$ cat src/rtl/median_window_3x3_gen.sv
// Streaming 3x3 window generator: two circular line buffers plus a column shift register.
// Optional `MEDIAN_WIN_COORD_EN adds registered window-centre coordinates (win_row, win_col).
module median_window_3x3_gen #(
    parameter int DATA_W = 8,
    parameter int IMG_W  = 8,
    parameter int IMG_H  = 8
) (
    input  logic                  clk,
    input  logic                  rst,
    input  logic                  in_valid,
    input  logic [DATA_W-1:0]     in_pixel,
    input  logic                  sof,
    output logic                  win_valid,
    output logic [9*DATA_W-1:0]   win,
    output logic                  frame_done
`ifdef MEDIAN_WIN_COORD_EN
    ,
    output logic [$clog2(IMG_H)-1:0] win_row,
    output logic [$clog2(IMG_W)-1:0] win_col
`endif
);

    localparam int CW = $clog2(IMG_W);
    localparam int RW = $clog2(IMG_H);

    logic [CW-1:0]     col;
    logic [RW-1:0]     row;
    logic [CW-1:0]     cur_col;
    logic [RW-1:0]     cur_row;
    logic              last_col;
    logic              last_row;
    logic              emit;
    logic              frame_end;

    logic [DATA_W-1:0] lb_a [IMG_W];
    logic [DATA_W-1:0] lb_b [IMG_W];
    logic [DATA_W-1:0] tap_a;
    logic [DATA_W-1:0] tap_b;

    // Window columns: left_q is the oldest column, mid_q the next; rows indexed top to bottom.
    logic [DATA_W-1:0] left_q  [3];
    logic [DATA_W-1:0] mid_q   [3];
    logic [DATA_W-1:0] new_col [3];
    logic [9*DATA_W-1:0] next_win;

    // sof forces the current pixel to be treated as (0,0).
    always_comb begin
        cur_col   = sof ? '0 : col;
        cur_row   = sof ? '0 : row;
        last_col  = (cur_col == CW'(IMG_W - 1));
        last_row  = (cur_row == RW'(IMG_H - 1));
        emit      = in_valid && (cur_row >= RW'(2)) && (cur_col >= CW'(2));
        frame_end = last_row && last_col;
    end

    always_ff @(posedge clk or posedge rst) begin
        if (rst) begin
            col <= '0;
            row <= '0;
        end else if (in_valid) begin
            if (last_col) begin
                col <= '0;
                row <= last_row ? '0 : cur_row + RW'(1);
            end else begin
                col <= cur_col + CW'(1);
                row <= cur_row;
            end
        end else if (sof) begin
            col <= '0;
            row <= '0;
        end
    end

    assign tap_a = lb_a[cur_col];
    assign tap_b = lb_b[cur_col];

    // Line memory is intentionally unreset: rows 0 and 1 never produce a window.
    always_ff @(posedge clk) begin
        if (in_valid) begin
            lb_b[cur_col] <= tap_a;
            lb_a[cur_col] <= in_pixel;
        end
    end

    always_comb begin
        new_col[0] = tap_b;
        new_col[1] = tap_a;
        new_col[2] = in_pixel;
        next_win   = '0;
        for (int unsigned r = 0; r < 3; r++) begin
            next_win[(r*3+0)*DATA_W +: DATA_W] = left_q[r];
            next_win[(r*3+1)*DATA_W +: DATA_W] = mid_q[r];
            next_win[(r*3+2)*DATA_W +: DATA_W] = new_col[r];
        end
    end

    always_ff @(posedge clk or posedge rst) begin
        if (rst) begin
            for (int unsigned r = 0; r < 3; r++) begin
                left_q[r] <= '0;
                mid_q[r]  <= '0;
            end
        end else if (in_valid) begin
            for (int unsigned r = 0; r < 3; r++) begin
                left_q[r] <= mid_q[r];
                mid_q[r]  <= new_col[r];
            end
        end
    end

    always_ff @(posedge clk or posedge rst) begin
        if (rst) begin
            win_valid  <= 1'b0;
            win        <= '0;
            frame_done <= 1'b0;
        end else begin
            win_valid  <= emit;
            frame_done <= emit && frame_end;
            if (emit) begin
                win <= next_win;
            end
        end
    end

`ifdef MEDIAN_WIN_COORD_EN
    always_ff @(posedge clk or posedge rst) begin
        if (rst) begin
            win_row <= '0;
            win_col <= '0;
        end else if (emit) begin
            win_row <= cur_row - RW'(1);
            win_col <= cur_col - CW'(1);
        end
    end
`endif

endmodule
$ cat config.mk
export PLATFORM = sky130hd
export DESIGN_NAME = median_window_3x3_gen
export DESIGN_NICKNAME = d
export VERILOG_FILES = /design/src/rtl/median_window_3x3_gen.sv
export SDC_FILE = /design/constraint.sdc
export NUM_CORES = 1
export LEC_CHECK = 0
export ABC_CLOCK_PERIOD_IN_PS = 11100
export CORE_MARGIN = 10
export CORE_UTILIZATION = 50
export DETAILED_ROUTE_END_ITERATION = 8
export PLACE_DENSITY = 0.69
export SYNTH_ARGS = -nofsm -noshare
export SYNTH_HDL_FRONTEND = slang
export SYNTH_SLANG_ARGS = --single-unit
$ cat constraint.sdc
create_clock -name clk -period 11.1 [get_ports clk]
set_input_delay 1.665 -clock clk [delete_from_list [all_inputs] [get_ports clk]]
set_output_delay 1.665 -clock clk [all_outputs]
set_load 0.02 [all_outputs]
### Word level (Yosys, flattened, before mapping)

Memories as Yosys holds them, arrays and structs flattened.
Cells that the tools add are included.

* reductions and logical operators: 4
* $add $sub $neg: 2
* muxes and demuxes: 9
* order comparisons: 2
* eq/ne operators: 2

Operators by type and width (count)
* 3-bit two-way mux: 7
* 3-bit by 1-bit adder with 3-bit output (second input constant): 2
* 3-bit == test (second input constant): 2
* 3-bit by 2-bit greater-or-equal comparator with 1-bit output (second input constant): 2
* 1-bit logical AND: 4
* 1-bit two-way mux: 2

* memories: 2
* bits in writable memories: 128
* input bits: 12
* register bits: 128

Memories
* lb_a: words 8, bits a word 8, rd ports 1, clocked after Yosys merged registers in 0, wr ports 1, line 35 `logic [DATA_W-1:0] lb_a [IMG_W];`
* lb_b: words 8, bits a word 8, rd ports 1, clocked after Yosys merged registers in 0, wr ports 1, line 36 `logic [DATA_W-1:0] lb_b [IMG_W];`

### Longest topological paths before layout

* depth after elaboration: 5
* mapped depth: 10
* mapped depth without buffers: 7

### Worst setup path before layout

No wires, ideal clock.

* kind: in2reg
* start point: input port sof
* end point: memory lb_a[2][0] (enable)
* path buffers: 2
* data required time: 10.691 ns
* arrival: 3.495 ns
* cell stages on the path: 5
* slack: 7.196 ns
* setup time: 0.409 ns
* cell sequence: clkbuf_1 > nand2b_1 > clkbuf_1 > inv_1 > nor3_1

* cells in the longest elaborated chain, start to end: 1

RTL lines
* start: declaration: line 12 `input logic sof,`
* 3-bit two-way mux
* end: declaration: line 35

Every way passes these cells.

### Worst setup path after layout

* start point: input port sof
* end point: register win[68]

* cells in the longest elaborated chain, start to end: 4
* elaborated cells on any way between the ends: 6
* those cells by class: order compare (2); mux (2); reduce/logical (2)

RTL lines
* 3-bit two-way mux
* 3-bit by 2-bit greater-or-equal comparator with 1-bit output: line 52 `emit = in_valid && (cur_row >= RW'(2)) && (cur_col >= CW'(2));`
* 1-bit logical AND: line 52
* 1-bit logical AND (*): line 52
* end signal: assignment: line 120 `win <= next_win;`
* end: declaration: line 14 `output logic [9*DATA_W-1:0] win,`

Mark *: on every way between the ends. The rest lies on a longest branch, timed or not.
A chain may end at the register's enable or synchronous reset.

==> flow_summary.toml <==
[final_layout]
fin_area_um2 = 11900
area.growth.synth_to_final_pct = 18.7
final.fill_count = 1483
finish.utilization_pct = 60.8
antenna_cells_inserted = 0
layout.cells.most_common = "edfxtp_1"
drive_gt1_share_pct = 20.8
most-common-layout-cells = "edfxtp_1, dfrtp_1, mux2_2"
finish.net_count = 744

[power_and_ir_drop]
p_per_area_nw_per_um2 = 174
cellLeakagePower_nw = 4.77
vdd_ir_drop_max_uv = 111

[routing]
drtAntennaViolNets = 0
detailedRoute.firstPassIterationCount = 5
initialDrtViolationCount = 366
totalWireLength_mm = 20.6
viasPerCell = 5.47
route.vias.total = 5534
drc = 0
routed_length_per_placed_instance_um = 20.4

[sta]
min_period_ns = 4.53
setup_viol = 0
timing.hold.ws_ns = 0.488
timing.final.hold_violations = 0
timing.slew.headroom_pct = 26.1
maxSlewViolCount = 0
tightest_slew_ns = 1.11
period_share_pct = 40.9
finalSetupTns_ns = 0
rsz0062_at_grt = "false"
fmax_ghz = 0.221
fin_skew_ns = 0.0228

[floorplan]
placementRows = 51
pin_count = 86
effective_utilization_at_floorplan_pct = 51.2
die_width_um = 162
overall_die_area_um2 = 26100
core_area_um2 = 19600
die_h_um = 162

[clock_tree]
post-cts-setup-buffer-count = 0
clock_path_buffers = 3
cts.reportedPaths.clkPinSlew_ns = 0.06
number_of_cts_inserted_buffers = 26
clock_sink_count = 256
cts_tree = "built"
holdBufCountCts = 0
cts_resized = 0
insertion_delay_ns = 0.53
htree_num_levels = 1
clockRootBuffer = "clkbuf_16"

[placed_design]
dpl_cell_area_um2 = 11100
io_buffers = 85
routability_congestion = 0.756
post-dp-hpwl_mm = 13.0

[outcome]
outcome = "completed"

[hold_path]
hold_wc_path_type = "flop to flop"

[critical_path]
cp_data_arrival_time_ns = 4.93
crit_path_frequent_cell = "buf_4"
critical_path_cell_sequence = "clkdlybuf4s50_1, buf_4, nand2b_1, ha_1, a21boi_0, nor3_4, buf_4, mux2_2"
critical_path.endpoint_type = "flop"
critPathBufInv = 3
critical_path.slowest_cell = "buf_4"
worstPathRequired_ns = 11.50
worstSetupPathType = "primary input to flop"
max_stage_delay_ns = 0.79
critical_path_peak_fanout = 90
crit_path_start_kind = "primary input"
cell_family_with_the_largest_share_of_critical_path_delay = "buffers and inverters"

[grt]
grt_pass1_wl_mm = 32.9
grt_start_max_net_pins = 91
vias_in_the_first_global_route = 5908
grt_antenna_before_repair = 0
grtUsageTotal_pct = 15.7
grt_remaining_overflow = 0

[run]
max-cap-violations = 0

[synth]
synth.ff_latch_count = 256
synthesis.area_per_instance_um2 = 15.5
synthesis.instances = 645
synthesis.area_um2 = 10000
netlist-cell-type-count = 35
yosys_warnings = 0
syn_nets = 663
seq_area_frac_synth_pct = 70.3
[cells in the mapped netlist]
library cell / instances / area share [%]
ha_1: 6 / 0.75
nand3b_1: 17 / 1.3
nand2_1: 11 / 0.41
nor3_1: 6 / 0.30
inv_1: 20 / 0.75
a21boi_0: 1 / 0.075
nor2_1: 44 / 1.6
nor2b_1: 3 / 0.19
a221oi_1: 8 / 0.70
or2_2: 1 / 0.062
or3b_2: 1 / 0.087
mux2_1: 5 / 0.56
a21oi_1: 24 / 1.2
edfxtp_1: 128 / 38
mux2_2: 93 / 10
or3b_1: 1 / 0.087
nand2b_1: 12 / 0.75
buf_6: 4 / 0.45
and3_1: 1 / 0.062
a2111oi_2: 8 / 1.2
nor3_4: 1 / 0.16
xnor2_1: 2 / 0.17
nand3_1: 1 / 0.050
o21ai_0: 9 / 0.45
clkbuf_1: 7 / 0.26
buf_2: 20 / 1.0
o31ai_1: 1 / 0.075
a31oi_1: 16 / 1.0
dfrtp_1: 128 / 32
buf_1: 6 / 0.22
o22ai_1: 16 / 1.0
o21a_1: 1 / 0.075
mux2i_1: 41 / 4.1
nor2_4: 1 / 0.11
buf_4: 1 / 0.075
[logic make-up (layout without fill, tap and decap cells)]
family                   after synthesis  after routing  share of synthesized area (%)
buffers and inverters                 58            159                           2.76
multiplexers                         139            139                           15.1
flip-flops                           256            256                           70.3
AND/OR/NAND/NOR                      100            100                           5.19
AO/OA/AOI/OAI                         84             84                           5.76
XOR/XNOR                               2              2                          0.175
adder cells (fa/ha/maj)                6              6                          0.749
[flip-flops by register name, summed over array words and instances, names as in the netlist]
signal,cells
lb_b,64
row,3
lb_a,64
col,3
frame_done,1
left_q,24
mid_q,24
win,72
win_valid,1
[through the flow]
step | total power [mW] | setup slack (ns) | instances
after floorplan | 1.22 | 6.02 | 645
after global placement | 1.27 | 6.17 | 963
after detailed placement | 1.28 | 6.06 | 963
after CTS | 2.09 | 6.61 | 1011
after global routing | 2.15 | 6.43 | 1011
final | 2.07 | 6.57 | 1011
[report_power, final]
part           leakage [nW]  total [mW]  internal, mW  switching, mW
combinational          1.56       0.174        0.0664          0.108
clock                 0.389       0.807         0.470          0.336
sequential             2.82        1.09          1.06         0.0293
[per-layer routing]
metal | track usage [%] | routed length (um)
met5 | 0 | 0
met4 | 4.34 | 433
met3 | 3.79 | 1250
met2 | 26.6 | 10200
met1 | 19.7 | 8690
[final timing paths]
kind	from	to	slack, ns	depth (start not counted)
setup / recovery	sof	win[68]	6.57	8
hold / removal	win[3]	win[3]	0.49	1
setup reg to reg	col[0]	win[68]	7.62	7
hold reg to reg	win[3]	win[3]	0.49	1
max in group asynchronous	rst	mid_q[12]	8.10	3
min in group asynchronous	rst	win[13]	1.57	2
[layout make-up]
type	instances	area, um^2	share of cell area [%]
repair buffers	91	891	7.48
multi-input cells	331	2760	23.2
clock buffers	39	719	6.04
inverters	20	77.6	0.652
clock inverters	9	77.6	0.652
flip-flops and latches	256	7050	59.2
well taps	265	332	2.79
No activity file was read; power rests on OpenSTA's default activity.
